--- src/rtl/fp_norm_pkg.sv ---
// ---------------------------------------------------------------------------
// fp_norm_pkg
//   Shared definitions for the mantissa normalizer slice:
//     - state_t   : normalizer FSM states (IDLE, SHIFT, DONE)
//     - MANT_W_DEF: default mantissa width including the hidden bit
//     - EXP_W_DEF : default biased exponent width
//     - LZC_W     : width of the leading-zero count bus
//     - LZC_ZERO  : leading-zero count that denotes an all-zero mantissa
// ---------------------------------------------------------------------------
package fp_norm_pkg;

  localparam int MANT_W_DEF = 24;
  localparam int EXP_W_DEF  = 8;
  localparam int LZC_W      = 5;
  localparam int LZC_ZERO   = 24;

  typedef enum logic [1:0] {
    IDLE  = 2'd0,
    SHIFT = 2'd1,
    DONE  = 2'd2
  } state_t;

endpackage : fp_norm_pkg

--- src/rtl/fp_lzc24.sv ---
// ---------------------------------------------------------------------------
// fp_lzc24
//   Combinational reference leading-zero counter used to cross-check the
//   count supplied by the upstream encoder. An all-zero mantissa reports
//   MANT_W (24 by default).
//   Only compiled when FP_NORM_LZC_CHECK_EN is defined; the default build
//   has no use for it.
//
//   Ports:
//     mant  input  MANT_W  mantissa to examine
//     lzc   output LZC_W   number of leading zeros (MANT_W when mant == 0)
// ---------------------------------------------------------------------------
`ifdef FP_NORM_LZC_CHECK_EN
module fp_lzc24
  import fp_norm_pkg::*;
#(
  parameter int MANT_W = MANT_W_DEF
) (
  input  logic [MANT_W-1:0] mant,
  output logic [LZC_W-1:0]  lzc
);

  // Scanning upward lets the highest set bit win the final assignment.
  always_comb begin
    lzc = LZC_W'(MANT_W);
    for (int i = 0; i < MANT_W; i++) begin
      if (mant[i]) begin
        lzc = LZC_W'(MANT_W - 1 - i);
      end
    end
  end

endmodule : fp_lzc24
`endif

--- src/rtl/fp_mant_normalizer.sv ---
// ---------------------------------------------------------------------------
// fp_mant_normalizer
//   Normalizes a mantissa coming out of the add/sub datapath. The mantissa is
//   shifted left over several cycles (at most STEP bits per cycle) until its
//   top bit is set, while the exponent is reduced by the same amount. The
//   shift is clamped so the exponent never drops below 1; if the requested
//   shift would reach or pass the denormal boundary the result is flagged as
//   underflow and reported with exponent 0. Zero mantissas bypass the shifter.
//   One transaction is in flight at a time.
//
//   Optional feature (macro FP_NORM_LZC_CHECK_EN): recompute the leading-zero
//   count of the accepted mantissa and raise out_lzc_err in DONE when it
//   disagrees with min(in_lzc, 24). Without the macro out_lzc_err is 0.
//
//   Ports:
//     clk          input   1       rising-edge clock
//     rst          input   1       synchronous active-high reset
//     in_valid     input   1       input transaction present
//     in_ready     output  1       high only in IDLE
//     in_mant      input   MANT_W  unnormalized mantissa
//     in_exp       input   EXP_W   biased exponent
//     in_lzc       input   5       leading-zero count (24..31 = zero)
//     out_valid    output  1       result held valid (DONE)
//     out_ready    input   1       downstream accepts
//     out_mant     output  MANT_W  normalized / denormal mantissa
//     out_exp      output  EXP_W   adjusted exponent, 0 for denormal/zero
//     out_zero     output  1       result is zero
//     out_uflow    output  1       shift clamped at the denormal boundary
//     out_lzc_err  output  1       supplied lzc disagrees with the mantissa
// ---------------------------------------------------------------------------
module fp_mant_normalizer
  import fp_norm_pkg::*;
#(
  parameter int MANT_W = MANT_W_DEF,
  parameter int EXP_W  = EXP_W_DEF,
  parameter int STEP   = 4
) (
  input  logic              clk,
  input  logic              rst,
  input  logic              in_valid,
  output logic              in_ready,
  input  logic [MANT_W-1:0] in_mant,
  input  logic [EXP_W-1:0]  in_exp,
  input  logic [LZC_W-1:0]  in_lzc,
  output logic              out_valid,
  input  logic              out_ready,
  output logic [MANT_W-1:0] out_mant,
  output logic [EXP_W-1:0]  out_exp,
  output logic              out_zero,
  output logic              out_uflow,
  output logic              out_lzc_err
);

  // Remaining-shift counter width; STEP <= MANT_W also fits.
  localparam int RW = $clog2(MANT_W + 1);
  // Common width for comparing the lzc against the exponent.
  localparam int CW = (EXP_W > LZC_W) ? EXP_W : LZC_W;
  localparam logic [RW-1:0] STEP_R = RW'(STEP);

  state_t            state_q, state_d;
  logic [MANT_W-1:0] mant_q;
  logic [EXP_W-1:0]  exp_q;
  logic [RW-1:0]     rem_q;
  logic              zero_q;
  logic              uflow_q;
  logic              lzc_err_q;

  // -------------------------------------------------------------------------
  // Input classification (only meaningful while IDLE)
  // -------------------------------------------------------------------------
  logic [CW-1:0]    lzc_w, exp_w, expm1_w, sh_w;
  logic             is_zero, is_uflow;
  logic [EXP_W-1:0] exp_fin;
  logic             lzc_err_d;

  // NOTE: every signal assigned in an always_comb gets a default at the top,
  // so no path through the block leaves it unassigned and infers a latch.
  always_comb begin
    lzc_w    = CW'(in_lzc);
    exp_w    = CW'(in_exp);
    expm1_w  = exp_w - CW'(1);
    is_zero  = (in_lzc >= LZC_W'(LZC_ZERO)) || (in_mant == '0);
    // Shift stops one short of the exponent so the result exponent stays >= 1.
    if (exp_w == '0) begin
      sh_w = '0;
    end else if (lzc_w < expm1_w) begin
      sh_w = lzc_w;
    end else begin
      sh_w = expm1_w;
    end
    is_uflow = (exp_w != '0) && (lzc_w >= exp_w);
    exp_fin  = is_uflow ? '0 : (in_exp - EXP_W'(sh_w));
  end

`ifdef FP_NORM_LZC_CHECK_EN
  logic [LZC_W-1:0] lzc_calc;
  logic [LZC_W-1:0] lzc_sat;

  fp_lzc24 #(
    .MANT_W (MANT_W)
  ) u_lzc (
    .mant (in_mant),
    .lzc  (lzc_calc)
  );

  // Encoder codes 24..31 all mean "zero", so compare against the saturated value.
  assign lzc_sat   = (in_lzc > LZC_W'(LZC_ZERO)) ? LZC_W'(LZC_ZERO) : in_lzc;
  assign lzc_err_d = (lzc_calc != lzc_sat);
`else
  assign lzc_err_d = 1'b0;
`endif

  // Per-cycle shift amount: a full STEP, or whatever is left.
  logic [RW-1:0] step_amt;
  assign step_amt = (rem_q < STEP_R) ? rem_q : STEP_R;

  // -------------------------------------------------------------------------
  // FSM: state register
  // -------------------------------------------------------------------------
  // NOTE: sequential state is written with non-blocking assignments so every
  // flop samples the pre-edge values, independent of statement order.
  always_ff @(posedge clk) begin
    if (rst) begin
      state_q <= IDLE;
    end else begin
      state_q <= state_d;
    end
  end

  // -------------------------------------------------------------------------
  // FSM: next state and handshake outputs
  // -------------------------------------------------------------------------
  always_comb begin
    state_d   = state_q;
    in_ready  = 1'b0;
    out_valid = 1'b0;
    case (state_q)
      IDLE: begin
        in_ready = 1'b1;
        if (in_valid) begin
          state_d = (is_zero || (sh_w == '0)) ? DONE : SHIFT;
        end
      end
      SHIFT: begin
        if (rem_q <= STEP_R) begin
          state_d = DONE;
        end
      end
      DONE: begin
        out_valid = 1'b1;
        if (out_ready) begin
          state_d = IDLE;
        end
      end
      default: state_d = IDLE;
    endcase
  end

  // -------------------------------------------------------------------------
  // Datapath: capture on accept, shift in SHIFT, hold in DONE/IDLE
  // -------------------------------------------------------------------------
  // NOTE: the datapath registers are reset as well as the FSM because they
  // drive the result ports directly, which must read zero out of reset.
  always_ff @(posedge clk) begin
    if (rst) begin
      mant_q    <= '0;
      exp_q     <= '0;
      rem_q     <= '0;
      zero_q    <= 1'b0;
      uflow_q   <= 1'b0;
      lzc_err_q <= 1'b0;
    end else begin
      case (state_q)
        IDLE: begin
          if (in_valid) begin
            lzc_err_q <= lzc_err_d;
            if (is_zero) begin
              mant_q  <= '0;
              exp_q   <= '0;
              rem_q   <= '0;
              zero_q  <= 1'b1;
              uflow_q <= 1'b0;
            end else begin
              mant_q  <= in_mant;
              exp_q   <= exp_fin;
              rem_q   <= RW'(sh_w);
              zero_q  <= 1'b0;
              uflow_q <= is_uflow;
            end
          end
        end
        SHIFT: begin
          mant_q <= mant_q << step_amt;
          rem_q  <= rem_q - step_amt;
        end
        default: ;
      endcase
    end
  end

  assign out_mant    = mant_q;
  assign out_exp     = exp_q;
  assign out_zero    = zero_q;
  assign out_uflow   = uflow_q;
  assign out_lzc_err = lzc_err_q;

endmodule : fp_mant_normalizer

--- config.mk ---
export PLATFORM = sky130hd
export DESIGN_NAME = fp_mant_normalizer
export DESIGN_NICKNAME = d
export VERILOG_FILES = /design/src/rtl/fp_norm_pkg.sv /design/src/rtl/fp_lzc24.sv /design/src/rtl/fp_mant_normalizer.sv
export SDC_FILE = /design/constraint.sdc
export NUM_CORES = 1
export LEC_CHECK = 0
export ABC_CLOCK_PERIOD_IN_PS = 7700
export CAP_MARGIN = 15
export CORE_AREA = 3 3 108 110
export CTS_CLUSTER_DIAMETER = 60
export CTS_CLUSTER_SIZE = 10
export DETAILED_ROUTE_END_ITERATION = 10
export DIE_AREA = 0 0 111 113
export GPL_TIMING_DRIVEN = 0
export HOLD_SLACK_MARGIN = 0.02
export PLACE_DENSITY_LB_ADDON = 0.25
export SKIP_CTS_REPAIR_TIMING = 1
export SYNTH_ARGS = -nofsm -noshare
export SYNTH_HDL_FRONTEND = slang
export SYNTH_SLANG_ARGS = --single-unit
--- constraint.sdc ---
create_clock -name clk -period 7.7 [get_ports clk]
set_input_delay 1.54 -clock clk [delete_from_list [all_inputs] [get_ports clk]]
set_output_delay 1.54 -clock clk [all_outputs]
set_load 0.01 [all_outputs]
==> results.yml, run 1 <==
yosys:
  ys.flop_type: "dfxtp_1"
  synth_top_area_frac: 0.256
  ys_ff_latch: 41
  yosys_warnings: 0
  synth_async_sr_flop_share: 0
  synthTopCellsByArea: "dfxtp_1 (26%), mux2i_1 (8.4%), ha_1 (8.2%)"
  synth.distinct_cells: 59
  syn_area_mm2: 0.00320
  yosysTopAreaCell: "dfxtp_1"
  syn_avg_cell_area_um2: 7.75
  ys_seq_area_frac: 0.256
  synth-edff-count: 0
  netlist_instances: 413
sta:
  hold_ws_ns: 0.465
  period_minus_slack_ns: 5.63
  setup_slack_ns: 2.07
  fmax_mhz: 178
  fin_worst_skew_ns: 0.0160
  hold_violations: 0
  drv_slew: 0
  timing.final.crit_share: 0.731
  rsz0062_at_grt: "false"
  setup_viol: 0
  relSlewSlack: 0.373
  worst_slew_pin_slew_ns: 0.916
  finalSetupTns_ns: 0
detailed_routing:
  routedLengthMet1_um: 4850
  routed.top_layer: "met4"
  dr.pass1.iters: 5
  wl_met3_um: 724
  dr_wl_met2_um: 5120
  drtAntennaViolNets: 0
  routedWlPerCell_um: 16.9
  drt_iter0_drc: 172
  vias: 3510
  routed_via_density: 5.50
  finalWirelength_um: 10800
  drc: 0
clock_tree:
  clk_latency_ns: 0.30
  cts_tree: "built"
  cts.clk_slew.worst_paths_ns: 0.09
  cts_buffer_depth: 2
  cts_num_sinks: 41
  h-tree-depth: 2
  clockRootBuffer: "clkbuf_8"
  cts_made_buffers: 5
floorplan:
  ioPinCount: 78
  initial_core_util: 0.297
  rows: 38
  core_region_area_mm2: 0.0108
  die_y_um: 113
  die_x_um: 111
  die_area_mm2: 0.0125
min_path:
  min_path_type: "reg -> reg"
cells_and_area:
  nFillCells: 1129
  areaGrowthSynthToFinish_pct: 32.2
  final_cell_area_mm2: 0.00423
  diodes: 0
  num-nets-final: 560
  instances_no_fill: 638
  drive_above_1_share: 0.0442
  multi_input_area_mm2: 0.00222
  seqCellArea_um2: 821
  fin_util: 0.392
critical_path:
  cp_data_required_time_ns: 7.88
  start_kind: "primary input"
  arrival_ns: 5.80
  crit_fanout: 6
  reg2reg_slack_ns: 5.34
  crit_type: "in -> reg"
  endpoint_kind: "flop"
place:
  gp_congestion: 0.848
  portBuffers: 75
  post-place-ws_ns: 1.76
  placedCellCount: 630
  place_area_mm2: 0.00414
  hpwl_um: 8470
flow_run:
  drv_cap: 0
power:
  p_total_uw: 754
  power.density_mw_per_mm2: 178
  p_leak_nw: 1.54
  ir_drop_mv: 0.0793
grt:
  overflow: 0
  antenna_found_initial: 0
  grt_start_max_net_pins: 14
  globalRouteTotalUtil: 0.170
  first_global_vias: 3470
  grt_pass1_wl_um: 17600
outcome:
  status: "finished clean"
==> logic make-up after synthesis <==
logic type               synth area share
buffers and inverters              0.0535
multiplexers                        0.102
AO/OA/AOI/OAI                       0.248
XOR/XNOR                           0.0246
AND/OR/NAND/NOR                     0.225
adder cells (fa/ha/maj)            0.0883
other                             0.00235
flip-flops                          0.256
==> flip-flops by register name (all words and copies together) (netlist names) <==
signal,cells
out_uflow,1
out_mant,24
rem_q,5
out_zero,1
out_exp,8
state_q,2
==> layout make-up <==
class                      count  share of cell area
buffer                        26              0.0272
clock buffer                   6              0.0195
clock inverter                 2             0.00325
inverter                      15              0.0133
multi-input combinational    333               0.524
sequential                    41               0.194
tap                          140              0.0414
timing repair buffer          75               0.177
==> cells in the mapped netlist, types with 4 or more instances <==
| cell | instances |
|---|---|
| nand2_1 | 20 |
| nor2_1 | 52 |
| mux2i_1 | 27 |
| a21oi_1 | 48 |
| xnor2_1 | 6 |
| o221ai_1 | 14 |
| ha_1 | 21 |
| nor3_1 | 31 |
| a221oi_1 | 5 |
| or3_1 | 4 |
| nor2b_1 | 7 |
| o22ai_1 | 4 |
| dfxtp_1 | 41 |
| clkbuf_1 | 20 |
| a31oi_1 | 4 |
| nor4_1 | 9 |
| nand3_1 | 5 |
| a22oi_1 | 9 |
| inv_1 | 14 |
| o21ai_1 | 12 |
==> routing by layer <==
metal / GRT usage / vias to the layer above
met4: 0.0468 / 0
met3: 0.0294 / 11
met1: 0.228 / 1643
met5: 0 / -
met2: 0.284 / 150
li1: - / 1706
==> cells in the final DEF, fill, tap and decap left out, types with 5 or more instances in the layout <==
cell / Yosys / layout
a21oi_1: 48 / 48
a221oi_1: 5 / 5
a22oi_1: 9 / 9
clkbuf_1: 20 / 20
clkbuf_8: 0 / 6
clkdlybuf4s50_1: 0 / 75
dfxtp_1: 41 / 41
ha_1: 21 / 21
inv_1: 14 / 14
mux2i_1: 27 / 27
nand2_1: 20 / 20
nand3_1: 5 / 5
nor2_1: 52 / 52
nor2b_1: 7 / 7
nor3_1: 31 / 31
nor4_1: 9 / 9
o21ai_1: 12 / 12
o221ai_1: 14 / 14
xnor2_1: 6 / 6
==> worst paths after layout <==
| check | from | to | cells after the start |
|---|---|---|---|
| hold reg to reg | out_uflow$_SDFFE_PP0P_ | out_uflow$_SDFFE_PP0P_ | 2 |
| hold / removal | out_uflow$_SDFFE_PP0P_ | out_uflow$_SDFFE_PP0P_ | 2 |
| setup reg to reg | rem_q[1]$_SDFFE_PP0P_ | rem_q[4]$_SDFFE_PP0P_ | 9 |
| setup / recovery | in_exp[1] | out_exp[6]$_SDFFE_PP0P_ | 20 |
==> power breakdown <==
part           switching [mW]  internal, mW  total [mW]
Clock                  0.0854        0.0729       0.158
Combinational           0.171         0.149       0.320
Sequential             0.0371         0.239       0.276
Total                   0.294         0.460       0.754
==> critical path: stages <==
cell and delay, ns:
clkdlybuf4s50_1 0.65, inv_1 0.15, ha_1 0.26, and3_1 0.21
xnor2_1 0.24, ha_1 0.30, a21o_1 0.20, o22ai_1 0.34
nor2_4 0.10, mux2i_1 0.19, nor2_1 0.18, ha_1 0.17
inv_1 0.05, fa_1 0.39, a21oi_1 0.19, o211ai_1 0.14
a21oi_1 0.19, xnor2_1 0.08, a22oi_1 0.15, nor2_1 0.06
(Power assumes the default switching activity.)
==> run 2, diff against run 1 <==
--- a/config.mk
+++ b/config.mk
@@ -5,7 +5,7 @@
 export SDC_FILE = /design/constraint.sdc
 export NUM_CORES = 1
 export LEC_CHECK = 0
-export ABC_CLOCK_PERIOD_IN_PS = 7700
+export ABC_CLOCK_PERIOD_IN_PS = 5100
 export CAP_MARGIN = 15
 export CORE_AREA = 3 3 108 110
 export CTS_CLUSTER_DIAMETER = 60
==> constraint.sdc (replaced) <==
create_clock -name clk -period 5.1 [get_ports clk]
set_input_delay 1.02 -clock clk [delete_from_list [all_inputs] [get_ports clk]]
set_output_delay 1.02 -clock clk [all_outputs]
set_load 0.01 [all_outputs]
==> run 2 against run 1 <==
Against the previous run:
- wire length up 0.25%
- die area is the same
- first-iteration DRC count grew 4.1%
- total power up 51%
- clock skew grew 0.00050 ns
- critical path type unchanged
- largest cell class unchanged
- largest power group unchanged
- highest routed layer unchanged
==> results.yml, run 2 (synthesized netlist as in run 1, its figures left out) <==
critical_path:
  path_cells: "clkdlybuf4s50_1, inv_1, and3_1, xnor2_2, ha_1, nand2_1, a21oi_1, o22ai_2, nor2_4, mux2i_1, nand2_1, fa_1, a21oi_1, o211ai_1, a21oi_1, xnor2_1, a22oi_1, nor2_1"
  cp_data_required_time_ns: 5.28
  crit_fanout: 6
  reg2reg_to: "rem_q[4]$_SDFFE_PP0P_"
  start_kind: "primary input"
  r2r_start: "rem_q[1]$_SDFFE_PP0P_"
  max_stage_delay_ns: 0.66
  endpoint_kind: "flop"
  crit_type: "in -> reg"
  arrival_ns: 4.84
  cp_slowest_cell: "clkdlybuf4s50_1"
  reg2reg_depth: 9
  crit_top_cell: "a21oi_1"
  reg2reg_slack_ns: 2.74
power:
  p_leak_nw: 1.57
  ir_drop_mv: 0.120
  power.density_mw_per_mm2: 268
detailed_routing:
  drt_iter0_drc: 179
  routed_via_density: 5.49
  drtAntennaViolNets: 0
  finalWirelength_um: 10800
  vias: 3503
  drc: 0
  dr.pass1.iters: 5
  routedWlPerCell_um: 16.9
floorplan:
  initial_core_util: 0.297
  die_y_um: 113
  die_x_um: 111
  ioPinCount: 78
  rows: 38
  die_area_mm2: 0.0125
  core_region_area_mm2: 0.0108
min_path:
  hold_depth: 2
  min_path_type: "reg -> reg"
  hold_end: "out_uflow$_SDFFE_PP0P_"
  hp-start: "out_uflow$_SDFFE_PP0P_"
cells_and_area:
  instances_no_fill: 638
  final_common_cell: "clkdlybuf4s50_1"
  areaGrowthSynthToFinish_pct: 33.0
  drive_above_1_share: 0.0502
  largest_reg_flops: 24
  final_cell_area_mm2: 0.00426
  diodes: 0
  final_cell_mix: "clkdlybuf4s50_1 (73), nor2_1 (52), a21oi_1 (48)"
  num-nets-final: 560
clock_tree:
  cts_tree: "built"
  cts_num_sinks: 41
  clockRootBuffer: "clkbuf_8"
  clk_latency_ns: 0.31
  h-tree-depth: 2
  cts_buffer_depth: 2
  cts_made_buffers: 5
  cts.clk_slew.worst_paths_ns: 0.09
place:
  placedCellCount: 630
  gp_congestion: 0.848
  portBuffers: 75
  post-place-ws_ns: -0.321
  hpwl_um: 8470
  place_area_mm2: 0.00414
grt:
  globalRouteTotalUtil: 0.170
  grt_pass1_wl_um: 17600
  first_global_vias: 3470
  antenna_found_initial: 0
  overflow: 0
  grt_start_max_net_pins: 14
sta:
  fmax_mhz: 214
  finalSetupTns_ns: 0
  period_minus_slack_ns: 4.66
  setup_viol: 0
  timing.final.crit_share: 0.915
  setup_slack_ns: 0.435
  hold_violations: 0
  rsz0062_at_grt: "false"
  fin_worst_skew_ns: 0.0165
  relSlewSlack: 0.377
  drv_slew: 0
  worst_slew_pin_slew_ns: 0.911
  hold_ws_ns: 0.465
flow_run:
  drv_cap: 0
outcome:
  status: "finished clean"
-- run 2: cell types whose count changed in the layout (fill, tap and decap cells not counted) --
cell	change
dlymetal6s2s_1	+2
clkdlybuf4s50_1	-2
xor2_2	+1
o22ai_2	+1
xnor2_2	+1
xnor2_1	-1
xor2_1	-1
o22ai_1	-1
-- run 2: layout make-up --
cell class / instances / area, um2
fill: 1123 / 6540
buffer: 26 / 115
tap: 140 / 175
sequential: 41 / 821
clock inverter: 2 / 13.8
clock buffer: 6 / 82.6
inverter: 15 / 56.3
multi-input combinational: 333 / 2240
timing repair buffer: 75 / 756
-- run 2: per-layer routing --
| layer | part of all wire | track usage | routed length, um |
|---|---|---|---|
| met1 | 0.45 | 0.228 | 4840 |
| met3 | 0.070 | 0.0294 | 758 |
| met2 | 0.47 | 0.284 | 5090 |
| met4 | 0.011 | 0.0468 | 124 |
| met5 | 0 | 0 | 0 |
-- run 2: critical path, delay by kind of cell --
kind                     cells  cell delay [ns]
AO/OA/AOI/OAI                6             0.98
XOR/XNOR                     2             0.24
adder cells (fa/ha/maj)      2             0.76
buffers and inverters        2             0.78
multiplexers                 1             0.37
AND/OR/NAND/NOR              5             0.69
-- run 2: how the worst max path moves through the flow --
| stage | startpoint | endpoint | slack, ns | cells after the start |
|---|---|---|---|---|
| final | in_exp[2] | out_exp[6]$_SDFFE_PP0P_ | 0.44 | 18 |
| after global routing | in_exp[2] | out_exp[6]$_SDFFE_PP0P_ | 0.20 | 20 |
| after CTS | in_exp[1] | out_exp[6]$_SDFFE_PP0P_ | -0.007 | 20 |
| after detailed placement | in_exp[1] | out_exp[6]$_SDFFE_PP0P_ | -0.32 | 20 |
| after global placement | in_exp[1] | out_exp[6]$_SDFFE_PP0P_ | -0.27 | 20 |
| after floorplan | in_exp[0] | out_exp[6]$_SDFFE_PP0P_ | 0.90 | 19 |
-- run 2: power breakdown --
group          switching, mW  internal (mW)
Sequential            0.0559          0.360
Combinational          0.259          0.225
Clock                  0.130          0.110
Total                  0.445          0.696
-- run 2: per-stage QoR --
step,power [mW],utilization
floorplan,0.703,-
global placement,0.894,0.383
detailed placement,0.901,0.383
CTS,1.14,0.392
global route,1.21,0.395
finish,1.14,0.395
